$ cat config.mk
export PLATFORM = sky130hd
export DESIGN_NAME = sram_sqi_arbiter
export DESIGN_NICKNAME = d
export VERILOG_FILES = /design/src/rtl/sram_sqi_arbiter.sv
export SDC_FILE = /design/constraint.sdc
export NUM_CORES = 1
export LEC_CHECK = 0
export ABC_AREA = 1
export CORE_MARGIN = 2
export CORE_UTILIZATION = 45
export DETAILED_ROUTE_END_ITERATION = 6
export PLACE_DENSITY_LB_ADDON = 0.25
export SLEW_MARGIN = 20
export SYNTH_ARGS = -nofsm -noshare
export SYNTH_HDL_FRONTEND = slang
export SYNTH_SLANG_ARGS = --single-unit
export TNS_END_PERCENT = 100
$ cat constraint.sdc
create_clock -name clock -period 4.1 [get_ports clock]
set_input_delay 0.41 -clock clock [delete_from_list [all_inputs] [get_ports clock]]
set_output_delay 0.41 -clock clock [all_outputs]
set_load 0.1 [all_outputs]
$ cat src/rtl/sram_sqi_arbiter.sv
// Two-port round-robin arbiter driving a single quad-SPI (SQI) SRAM, one byte per transaction.
// Each nibble spends one cycle with sram_clock low and one high; read data is sampled at the end of the high cycle.
module sram_sqi_arbiter #(
  parameter logic [7:0] CMD_WRITE     = 8'h02,
  parameter logic [7:0] CMD_READ      = 8'h03,
  parameter int         DUMMY_NIBBLES = 2
) (
  input  logic        clock,
  input  logic        reset,
  input  logic        a_valid,
  input  logic        a_write,
  input  logic [23:0] a_addr,
  input  logic [7:0]  a_wdata,
  output logic        a_ready,
  input  logic        b_valid,
  input  logic        b_write,
  input  logic [23:0] b_addr,
  input  logic [7:0]  b_wdata,
  output logic        b_ready,
  output logic        rsp_valid,
  output logic        rsp_id,
  output logic [7:0]  rsp_rdata,
  output logic        busy,
  output logic        sram_clock,
  output logic        sram_cs,
  output logic        sram_sio_oe,
  output logic [3:0]  sram_sio_dout,
  input  logic [3:0]  sram_sio_din
);

  typedef enum logic [2:0] {S_IDLE, S_CMD, S_ADDR, S_DUMMY, S_DATA, S_DONE} state_t;

  localparam logic [2:0] DUMMY_LAST = 3'(DUMMY_NIBBLES - 1);

  state_t      state_q, state_d;
  logic        last_b_q, last_b_d;
  logic        wr_q, wr_d;
  logic        id_q, id_d;
  logic [23:0] addr_q, addr_d;
  logic [7:0]  wdata_q, wdata_d;
  logic        phase_q, phase_d;
  logic [2:0]  nib_q, nib_d;
  logic [3:0]  rd_hi_q, rd_hi_d;
  logic [7:0]  rdata_q, rdata_d;
  logic        gnt_a, gnt_b, active;
  logic [7:0]  opcode;
  logic [23:0] addr_sh;

  // On contention the port that did not win last time takes the grant.
  assign gnt_b   = b_valid && (!a_valid || !last_b_q);
  assign gnt_a   = a_valid && !gnt_b;
  assign a_ready = !reset && (state_q == S_IDLE) && gnt_a;
  assign b_ready = !reset && (state_q == S_IDLE) && gnt_b;

  always_comb begin
    state_d  = state_q;
    last_b_d = last_b_q;
    wr_d     = wr_q;
    id_d     = id_q;
    addr_d   = addr_q;
    wdata_d  = wdata_q;
    phase_d  = phase_q;
    nib_d    = nib_q;
    rd_hi_d  = rd_hi_q;
    rdata_d  = rdata_q;
    case (state_q)
      S_IDLE: begin
        if (gnt_a || gnt_b) begin
          state_d  = S_CMD;
          wr_d     = gnt_b ? b_write : a_write;
          addr_d   = gnt_b ? b_addr : a_addr;
          wdata_d  = gnt_b ? b_wdata : a_wdata;
          id_d     = gnt_b;
          last_b_d = gnt_b;
          phase_d  = 1'b0;
          nib_d    = 3'd0;
        end
      end
      S_CMD, S_ADDR, S_DUMMY, S_DATA: begin
        phase_d = !phase_q;
        if (phase_q) begin
          nib_d = nib_q + 3'd1;
          case (state_q)
            S_CMD: if (nib_q == 3'd1) begin state_d = S_ADDR; nib_d = 3'd0; end
            S_ADDR: if (nib_q == 3'd5) begin
              state_d = wr_q ? S_DATA : S_DUMMY;
              nib_d   = 3'd0;
            end
            S_DUMMY: if (nib_q == DUMMY_LAST) begin state_d = S_DATA; nib_d = 3'd0; end
            default: begin
              if (nib_q == 3'd0) begin
                rd_hi_d = sram_sio_din;
              end else begin
                state_d = S_DONE;
                nib_d   = 3'd0;
                if (!wr_q) rdata_d = {rd_hi_q, sram_sio_din};
              end
            end
          endcase
        end
      end
      S_DONE:  state_d = S_IDLE;
      default: state_d = S_IDLE;
    endcase
  end

  always_ff @(posedge clock or posedge reset) begin
    if (reset) begin
      state_q  <= S_IDLE;
      last_b_q <= 1'b1;
      wr_q     <= 1'b0;
      id_q     <= 1'b0;
      addr_q   <= 24'h0;
      wdata_q  <= 8'h0;
      phase_q  <= 1'b0;
      nib_q    <= 3'd0;
      rd_hi_q  <= 4'h0;
      rdata_q  <= 8'h0;
    end else begin
      state_q  <= state_d;
      last_b_q <= last_b_d;
      wr_q     <= wr_d;
      id_q     <= id_d;
      addr_q   <= addr_d;
      wdata_q  <= wdata_d;
      phase_q  <= phase_d;
      nib_q    <= nib_d;
      rd_hi_q  <= rd_hi_d;
      rdata_q  <= rdata_d;
    end
  end

  // Pin outputs decode straight from state so reset forces them idle at once.
  assign active      = (state_q == S_CMD) || (state_q == S_ADDR) ||
                       (state_q == S_DUMMY) || (state_q == S_DATA);
  assign sram_cs     = !active;
  assign sram_clock  = active && phase_q;
  assign sram_sio_oe = (state_q == S_CMD) || (state_q == S_ADDR) ||
                       ((state_q == S_DATA) && wr_q);
  assign busy        = (state_q != S_IDLE);
  assign rsp_valid   = (state_q == S_DONE);
  assign rsp_id      = id_q;
  assign rsp_rdata   = rdata_q;
  assign opcode      = wr_q ? CMD_WRITE : CMD_READ;
  assign addr_sh     = addr_q << {nib_q, 2'b00};

  always_comb begin
    sram_sio_dout = 4'h0;
    case (state_q)
      S_CMD:   sram_sio_dout = nib_q[0] ? opcode[3:0] : opcode[7:4];
      S_ADDR:  sram_sio_dout = addr_sh[23:20];
      S_DATA:  if (wr_q) sram_sio_dout = nib_q[0] ? wdata_q[3:0] : wdata_q[7:4];
      default: sram_sio_dout = 4'h0;
    endcase
  end

endmodule

==> results.tsv, run 1 <==
stage	metric	value	unit
power	sw power	1820	uW
cells_and_area	Net count, final	566	
clock_network	# hold bufs at CTS	0	
placed_design	GP Congestion	0.917	
hold_path	Hold Crit Endpoint	last_b_q	
cells_and_area	Final Core Density	63.3	%
global_route	M1 GR Usage	29.6	%
power	VDD IR max	687	uV
clock_network	clk sinks	54	
timing	final setup TNS	0	ns
clock_network	Clock Tree Buf Depth	2	
critical_path	CP max-delay cell	clkdlybuf4s50_1	
clock_network	CTS H-tree lvls	2	
cells_and_area	# diodes	0	
critical_path	Critical Path Source	state_q[0]	
detailed_routing	Total Routed Length	7690	um
critical_path	CP Launch Type	flop	
global_route	GRT Total Usage	22.1	%
critical_path	crit-path max FO	6	
power	Pwr per Cell Area	846	mW/mm2
detailed_routing	Vias	2875	
floorplan	Initial Util	46.5	%
hold_path	worst hold start	last_b_q	
detailed_routing	Routed WL per cell	13.6	um
floorplan	core area	0.00635	mm2
synth	Post-Syn Instances	404	
placed_design	post-place setup slack	1.42	ns
synth	Synth Flop Type	dfrtp_1	
timing	RSZ-0062 raised after global routing	no	
placed_design	Final HPWL DP	5570	um
detailed_routing	remaining antenna violation count	0	
critical_path	flop2flop setup slack	2.05	ns
synth	post-synthesis async set-or-reset flop share	100	%
detailed_routing	Post-route DRC	0	
synth	top-count cell post-synth	nand2_1	
floorplan	die width	85.0	um
critical_path	R2R cell count	5	
synth	area leader, netlist	dfrtp_1	
timing	Final Max Slew Viols	0	
power	combinational share of power	61.7	%
global_route	met3 Usage GRT	4.77	%
global_route	first-pass GRT wire length	13100	um
power	Clock power frac	10.6	%
clock_network	cts repair resizes	0	
run_status	outcome	completed	
critical_path	Buf/Inv on CP	2	
clock_network	TritonCTS clock tree	done	
critical_path	Critical Path Most Common Cell	nand2_1	
critical_path	CP top delay family	buffers and inverters	
synth	post-synthesis sequential area ratio	45.8	%
clock_network	CTS clk-pin slew, worst paths	0.10	ns
global_route	largest net degree at the start of global routing	60	
cells_and_area	proportion of layout cells with a drive suffix above 1	5.51	%
detailed_routing	DR iter-0 viols	157	
power	sw frac	53.4	%
critical_path	CP endpoint kind	primary output	
timing	final hold violations	0	
global_route	busiest grt layer	met2	
global_route	GRT overflow	0	
synth	Yosys Warn Count	0	
floorplan	Die Ht	85.0	um
timing	Max Clk Rate	331	MHz
critical_path	crit path DAT	2.61	ns
run	Max Cap Viol	0	
synth	average size of a mapped cell	7.31	um2
synth	most frequent cells after synthesis	nand2_1 (103), dfrtp_1 (53), nor2_1 (51)	
synth	Yosys top cell area share	44.9	%
floorplan	IO Pins	94	
detailed_routing	Detailed Routing Iterations Pass 1	5	
synth	number of synthesized flops with an enable pin	0	
critical_path	R2R Path Start	last_b_q	
timing	final critical-path share of the clock period	73.6	%
critical_path	crit-path cells	inv_2 > nand2_1 > nor2_1 > nand2_1 > nand3_1 > clkdlybuf4s50_1	
placed_design	Port Buffers	93	
power	Pwr Total	3400	uW
synth	Mapped Area	0.00295	mm2
timing	clock skew	0.00940	ns
global_route	GRT met2 Usage	36.4	%
timing	Rel. slew slack	33.8	%
critical_path	slowest stage delay, CP	1.13	ns
hold_path	Tightest Hold Check Type	flop to flop	
clock_network	worst-skew pair later-pin latency	0.31	ns
power	P_leak	0.00195	uW
power	Int Power	1580	uW
clock_network	postcts setup bufs	0	
floorplan	DIE AREA	0.00723	mm2
timing	worst slew pin tran	0.991	ns
global_route	initial antenna violation count	0	
synth	syn nets	481	
hold_path	Hold Crit Depth	2	
floorplan	Cell Rows	29	
synth	synth top area cells	dfrtp_1 (45%), nand2_1 (13%), o21ai_0 (6.6%)	
clock_network	CTS root buffer	clkbuf_8	
synth	synthesized flop and latch total	54	
critical_path	WP data required	3.69	ns
power	Flop pwr share	27.7	%
clock_network	TritonCTS Buffers	5	
cells_and_area	area grow syn2layout	36.1	%
global_route	vias in the first global route	2886	
timing	setup violators final	0	
detailed_routing	vias per cell	5.07	
critical_path	RR Endpoint	wdata_q[7]	
synth	Synth cell types	25	
critical_path	Worst Setup Path Type	flop to primary output	
timing	minimum period implied by the final worst setup slack	3.02	ns
timing	fin worst setup slack	1.08	ns
routing by layer:
metal | up-vias | wire length [um]
met5 | - | 0
met4 | 0 | 135
met3 | 12 | 532
met2 | 99 | 3650
met1 | 1299 | 3370
li1 | 1465 | -
worst max path at each step:
stage	cells past startpoint	endpoint
after floorplan	3	a_ready
after global placement	6	sram_sio_oe
after detailed placement	6	sram_sio_oe
after CTS	6	sram_sio_oe
after global routing	6	sram_sio_oe
final	6	sram_sio_oe
area by class of cell:
type	instances	area (um2)
Fill cell	567	2330
Timing Repair Buffer	96	958
Multi-Input combinational cell	279	1310
Tap cell	77	96.3
Inverter	53	199
Clock inverter	2	37.5
Clock buffer	6	72.6
Sequential cell	54	1350
through the flow:
stage | area, um2 | std cells | hold WS, ns
finish | 4020 | 567 | 0.478
global route | 4020 | 567 | 0.509
CTS | 3990 | 566 | 0.486
detailed placement | 3880 | 558 | 0.471
global placement | 3880 | 558 | 0.456
floorplan | 2950 | 404 | 0.443
logic make-up (layout without fill, tap and decap cells):
logic type | after synthesis | count (layout) | synth area share (%)
and+or+nand+nor | 181 | 181 | 25.3
xor gates and xnor gates | 1 | 1 | 0.297
AOI/OAI and AO/OA | 94 | 94 | 17.3
adders and majority gates | 3 | 3 | 1.27
buffers and inverters | 71 | 157 | 10.0
DFF | 54 | 54 | 45.8
worst min-delay path, stage by stage, from the launching register on:
cell     delay (ns)
dfstp_2        0.38
nand2_1        0.06
nand2_1        0.04
power by group through the flow:
stage | combinational (uW) | sequential, uW | clock [uW]
finish | 2100 | 941 | 362
global route | 2290 | 972 | 394
global placement | 2040 | 942 | 0
detailed placement | 2070 | 951 | 0
CTS | 2080 | 941 | 370
floorplan | 1320 | 1230 | 0
state kept, by name, indices dropped and copies added (netlist names):
register and count:
phase_q 1, state_q 3, addr_q 24, rd_hi_q 4
wdata_q 8, rsp_rdata 8, last_b_q 1, nib_q 3
wr_q 1, rsp_id 1
cell usage in the layout, fill, tap and decap left out, drive strengths merged:
| cell | count |
|---|---|
| dfrtp | 53 |
| a21oi | 3 |
| o21ai | 62 |
| nand3 | 20 |
| clkdlybuf4s50 | 87 |
| o211ai | 4 |
| nor2 | 54 |
| buf | 9 |
| nand2 | 105 |
| xnor2 | 1 |
| ha | 3 |
| o22ai | 25 |
| nand4 | 1 |
| bufinv | 1 |
| inv | 52 |
| clkinv | 1 |
| dfstp | 1 |
| clkbuf | 6 |
| nor3 | 1 |
| clkinvlp | 1 |
No activity file was read; power rests on OpenSTA's default activity.
==> run 2, diff against run 1 <==
Settings changed: CORE_UTILIZATION 45 to 42.
Clock period 4.1 ns to 2.7 ns, I/O delays scaled along.
==> run 2 against run 1 <==
Die area is 6.8% higher. Critical path depth is 1 higher. Clock skew is 0.0040 ns lower. Power is 52% higher.
==> results.tsv, run 2 (synthesis results as in run 1) <==
stage	metric	value	unit	change
run_status	outcome	completed		
clock_network	CTS root buffer	clkbuf_8		
timing	final setup TNS	0	ns	unchanged
cells_and_area	Fill cells	645		+14%
clock_network	TritonCTS clock tree	done		
critical_path	CP max-delay cell	dfrtp_1		
placed_design	Port Buffers	93		unchanged
timing	final critical-path share of the clock period	81.9	%	
detailed_routing	Routed WL per cell	12.8	um	-5.9%
placed_design	post-place setup slack	0.740	ns	-0.683 ns
cells_and_area	# diodes	0		unchanged
detailed_routing	Detailed Routing Iterations Pass 1	4		-1
global_route	GRT Total Usage	20.5	%	-1.6 points
floorplan	core area	0.00679	mm2	+7.0%
placed_design	Final HPWL DP	5530	um	-0.77%
global_route	vias in the first global route	2792		-3.3%
placed_design	# placed instances	579		+3.8%
detailed_routing	Vias	2876		+0.035%
power	combinational share of power	61.9	%	+0.2 points
critical_path	CP top delay family	simple AND/OR/NAND/NOR gates		
timing	Final Max Slew Viols	0		unchanged
power	Flop pwr share	27.8	%	about the same
global_route	GRT overflow	0		unchanged
clock_network	clk sinks	54		unchanged
timing	worst slew pin tran	0.674	ns	-0.317 ns
detailed_routing	Post-route DRC	0		unchanged
cells_and_area	Largest register FFs	24		unchanged
cells_and_area	proportion of layout cells with a drive suffix above 1	8.96	%	+3.5 points
critical_path	Critical Path Most Common Cell	nand2_1		
clock_network	CTS H-tree lvls	2		unchanged
critical_path	CP Launch Type	flop		
clock_network	worst-skew pair later-pin latency	0.30	ns	about the same
cells_and_area	area grow syn2layout	38.2	%	
timing	Rel. slew slack	55.1	%	+21 points
cells_and_area	commonest non-fill, non-tap cell in the layout	nand2_1		
cells_and_area	Net count, final	567		+0.18%
placed_design	GP Congestion	0.820		-11%
critical_path	crit path DAT	1.94	ns	-0.67 ns
floorplan	Initial Util	43.5	%	-3.0 points
clock_network	postcts setup bufs	0		unchanged
global_route	first-pass GRT wire length	12600	um	-3.9%
floorplan	die width	87.9	um	+3.3%
cells_and_area	Final Core Density	60.1	%	-3.2 points
critical_path	WP data required	2.43	ns	-1.26 ns
timing	fin worst setup slack	0.489	ns	-0.592 ns
detailed_routing	DR iter-0 viols	153		-2.5%
timing	minimum period implied by the final worst setup slack	2.21	ns	
critical_path	slowest stage delay, CP	0.52	ns	-0.61 ns
critical_path	Worst Setup Path Type	flop to primary output		
timing	clock skew	0.00543	ns	-0.00396 ns
timing	RSZ-0062 raised after global routing	no		
detailed_routing	Total Routed Length	7490	um	-2.6%
clock_network	cts repair resizes	0		unchanged
critical_path	crit-path max FO	9		+3
timing	Max Clk Rate	452	MHz	
timing	final hold violations	0		unchanged
clock_network	TritonCTS Buffers	5		unchanged
detailed_routing	remaining antenna violation count	0		unchanged
floorplan	Die Ht	87.9	um	+3.3%
floorplan	DIE AREA	0.00772	mm2	+6.8%
floorplan	Cell Rows	30		+3.4%
cells_and_area	Top reg by flops	addr_q		
detailed_routing	vias per cell	4.90		-3.4%
hold_path	Tightest Hold Check Type	flop to flop		
power	Pwr Total	5170	uW	+52%
power	Int Power	2430	uW	+53%
power	sw frac	53.1	%	-0.35 points
clock_network	Clock Tree Buf Depth	2		unchanged
critical_path	crit-path cells	inv_2 > nor2_1 > nand2_1 > inv_1 > nand2_1 > nand2_1 > buf_12		
clock_network	# hold bufs at CTS	0		unchanged
cells_and_area	Non-Filler Instances	587		+3.5%
power	Pwr per Cell Area	1270	mW/mm2	+50%
clock_network	CTS clk-pin slew, worst paths	0.09	ns	about the same
critical_path	CP endpoint kind	primary output		
power	Clock power frac	10.3	%	-0.3 points
run	Max Cap Viol	0		unchanged
power	P_leak	0.00198	uW	+1.5%
power	VDD IR max	849	uV	+24%
cells_and_area	most frequent cells in the layout	nand2_1 (103), clkdlybuf4s50_1 (73), dfrtp_1 (53)		
power	sw power	2740	uW	+51%
timing	setup violators final	0		unchanged
floorplan	IO Pins	94		unchanged
global_route	initial antenna violation count	0		unchanged
global_route	largest net degree at the start of global routing	60		unchanged
critical_path	Buf/Inv on CP	3		+1
-- run 2: cell types whose count changed in the layout (fill, tap and decap cells not counted), moves of 2 or more --
cell / change
clkdlybuf4s50_1: -14
buf_12: +6
nor2_2: +2
buf_4: +10
nor2_1: -2
-- run 2: tightest hold or removal path: cells and delay by family, from the launching register on --
family	cells	cell delay (ns)
flops	1	0.38
simple gates	2	0.10
-- run 2: path summary, 6_finish.rpt --
check                           startpoint               end  slack, ns  depth (start not counted)
min in group asynchronous            reset        state_q[1]       0.57                          3
worst max-delay path            state_q[2]  sram_sio_dout[3]       0.49                          7
max in group asynchronous            reset        rd_hi_q[2]       1.67                          3
worst min register to register    last_b_q          last_b_q       0.48                          2
worst max register to register    nib_q[0]      rsp_rdata[3]       0.74                          7
worst min-delay path              last_b_q          last_b_q       0.48                          2
-- run 2: layout make-up --
cell class	instances	area [um2]	share of cell area (%)
sequential	54	1350	33.1
multi-input combinational	279	1320	32.2
timing repair buffer	97	986	24.1
inverter	53	203	4.96
tap	96	120	2.94
clock buffer	7	76.3	1.87
clock inverter	1	30.0	0.736
-- run 2: per-stage QoR --
stage / area [um2] / hold slack [ns]
final: 4080 / 0.477
after global routing: 4080 / 0.509
after CTS: 4080 / 0.482
after detailed placement: 3980 / 0.468
after global placement: 3980 / 0.454
after floorplan: 2970 / 0.342
-- run 2: routing by layer --
layer | track usage [%] | up-vias | part of all wire (%)
met5 | 0 | - | 0
met4 | 4.20 | 0 | 0.84
met3 | 3.58 | 6 | 5.2
met2 | 34.1 | 80 | 47
met1 | 28.4 | 1326 | 47
li1 | - | 1464 | -
-- run 2: power by group through the flow --
stage	clock network [uW]	registers (uW)	logic (uW)
global placement	0	1440	3170
global route	578	1490	3490
floorplan	0	1860	2010
finish	533	1440	3200
CTS	542	1430	3220
detailed placement	0	1450	3210
==> run 3, diff against run 2 <==
Clock period 2.7 ns to 1.9 ns, I/O delays scaled along.
==> run 3 against run 2 <==
First-iteration DRC count rose by 45%. Sequential cell count did not move. Sequential power rose by 42%. Combinational power rose by 62%. Clock power rose by 26%. Non-clock buffer count rose by 12. Critical endpoint is now sram_sio_dout[1]. Highest routed layer unchanged.
==> results.tsv, run 3 (synthesis results as in run 1) <==
stage	metric	value	unit	change
placed_design	placed cell area	0.00413	mm2	+3.9%
clock_network	TritonCTS clock tree	done		
floorplan	IO Pins	94		unchanged
detailed_routing	vias per cell	5.06		+3.3%
timing	clock skew	0.00722	ns	+0.00179 ns
floorplan	Die Ht	87.9	um	unchanged
detailed_routing	Routed WL per cell	14.2	um	+11%
critical_path	CP endpoint kind	primary output		
timing	RSZ-0062 raised after global routing	yes		
floorplan	Cell Rows	30		unchanged
cells_and_area	Largest register FFs	24		unchanged
clock_network	# hold bufs at CTS	0		unchanged
cells_and_area	Multi-input gate area	0.00140	mm2	+6.4%
critical_path	crit path DAT	1.66	ns	-0.28 ns
run	Max Cap Viol	0		unchanged
clock_network	clk sinks	54		unchanged
global_route	initial antenna violation count	0		unchanged
timing	final critical-path share of the clock period	97.3	%	
critical_path	crit-path max FO	21		+12
cells_and_area	Final Cell Area	0.00434	mm2	+6.3%
clock_network	CTS root buffer	clkbuf_8		
floorplan	die width	87.9	um	unchanged
clock_network	worst-skew pair later-pin latency	0.30	ns	about the same
clock_network	CTS clk-pin slew, worst paths	0.10	ns	about the same
placed_design	Port Buffers	93		unchanged
timing	worst slew pin tran	0.692	ns	+0.0181 ns
floorplan	core area	0.00679	mm2	unchanged
detailed_routing	Total Routed Length	8510	um	+14%
detailed_routing	Vias	3043		+5.8%
global_route	GRT overflow	0		unchanged
timing	setup violators final	0		unchanged
critical_path	WP data required	1.71	ns	-0.72 ns
global_route	largest net degree at the start of global routing	55		-8.3%
timing	final hold violations	0		unchanged
cells_and_area	area grow syn2layout	46.9	%	
timing	WHS	0.458	ns	-0.0191 ns
cells_and_area	proportion of layout cells with a drive suffix above 1	15.6	%	+6.7 points
placed_design	Final HPWL DP	5900	um	+6.7%
power	VDD IR max	1420	uV	+67%
timing	Rel. slew slack	53.8	%	-1.3 points
cells_and_area	Register Area	0.00136	mm2	+0.28%
timing	Final Max Slew Viols	0		unchanged
clock_network	Clock Tree Buf Depth	2		unchanged
floorplan	Initial Util	43.5	%	unchanged
critical_path	CP Launch Type	flop		
cells_and_area	Net count, final	581		+2.5%
detailed_routing	Detailed Routing Iterations Pass 1	5		+1
global_route	first-pass GRT wire length	14200	um	+13%
cells_and_area	# diodes	0		unchanged
detailed_routing	Post-route DRC	0		unchanged
clock_network	TritonCTS Buffers	5		unchanged
cells_and_area	most frequent cells in the layout	nand2_1 (95), clkdlybuf4s50_1 (73), dfrtp_1 (50)		
timing	minimum period implied by the final worst setup slack	1.85	ns	
clock_network	CTS H-tree lvls	2		unchanged
timing	Max Clk Rate	541	MHz	
cells_and_area	Top reg by flops	addr_q		
power	Pwr Total	7910	uW	+53%
critical_path	Worst Setup Path Type	flop to primary output		
power	Pwr per Cell Area	1820	mW/mm2	+44%
cells_and_area	Fill cells	616		-4.5%
power	P_leak	0.00207	uW	+4.5%
cells_and_area	commonest non-fill, non-tap cell in the layout	nand2_1		
detailed_routing	remaining antenna violation count	0		unchanged
floorplan	DIE AREA	0.00772	mm2	unchanged
detailed_routing	DR iter-0 viols	222		+45%
run_status	outcome	completed		
placed_design	GP Congestion	0.831		+1.3%
hold_path	Tightest Hold Check Type	input port to flop		
global_route	vias in the first global route	2961		+6.1%
global_route	GRT Total Usage	23.2	%	+2.7 points
-- run 3: cell types whose count changed in the layout (fill, tap and decap cells not counted), moves of 2 or more --
cell,previous run,this run
buf_12,6,11
buf_4,18,22
clkinvlp_4,1,3
dfrtp_2,0,3
buf_6,0,2
nand2_1,103,95
inv_1,48,46
nor2_4,3,8
nand2_2,1,8
dfrtp_1,53,50
nor2_1,49,45
-- run 3: power breakdown --
| group | leakage [uW] | internal, uW | switching (uW) |
|---|---|---|---|
| clock | 0.0000489 | 302 | 368 |
| sequential | 0.000650 | 1730 | 308 |
| combinational | 0.00137 | 1690 | 3510 |
-- run 3: metal layers --
metal	vias up	routed length [um]	GRT usage, %
li1	1500	-	-
met1	1437	3980	33.0
met2	102	3970	38.4
met3	4	509	3.49
met4	0	48	3.78
met5	-	0	0
-- run 3: cell type report --
class / instances / area share, %
multi-input cells: 280 / 32.2
flip-flops and latches: 54 / 31.2
repair buffers: 109 / 26.6
inverters: 53 / 4.81
well taps: 96 / 2.77
clock buffers: 7 / 1.99
clock inverters: 1 / 0.202
repair inverters: 1 / 0.173
-- run 3: final timing paths --
check                                    to  slack [ns]            start  depth (start not counted)
min reg2reg                        last_b_q        0.47         last_b_q                          2
max reg2reg                      addr_q[12]        0.16       state_q[1]                          6
min in group asynchronous        addr_q[22]        0.52            reset                          3
min                            rsp_rdata[2]        0.46  sram_sio_din[2]                          3
max                        sram_sio_dout[1]        0.05         nib_q[0]                          6
max in group asynchronous          nib_q[2]        0.88            reset                          3
-- run 3: worst max-delay path, cell delays in order (launching register included) --
cell and delay (ns):
dfrtp_2 0.48, buf_8 0.18, o21ai_0 0.24, nor2_1 0.08, nor2_1 0.11, nand2_2 0.10, buf_12 0.17
-- run 3: repair_timing --
action / 4_1_cts / 5_1_grt
setup buffers: 1 / 1
endpoints found under the setup margin: 25 / 19
resized for setup: 8 / 20
gates cloned: 1 / 1
pin swaps: 2 / 6
-- run 3: metrics by stage --
step	worst slack (ns)	TNS (ns)	utilization, %	std cells
after floorplan	-0.200	-0.425	-	404
after global placement	-0.0981	-2.18	60.8	589
after detailed placement	-0.237	-4.97	60.8	589
after CTS	0.00255	0	62.8	599
after global routing	-0.0605	-0.189	63.9	601
final	0.0522	0	63.9	601
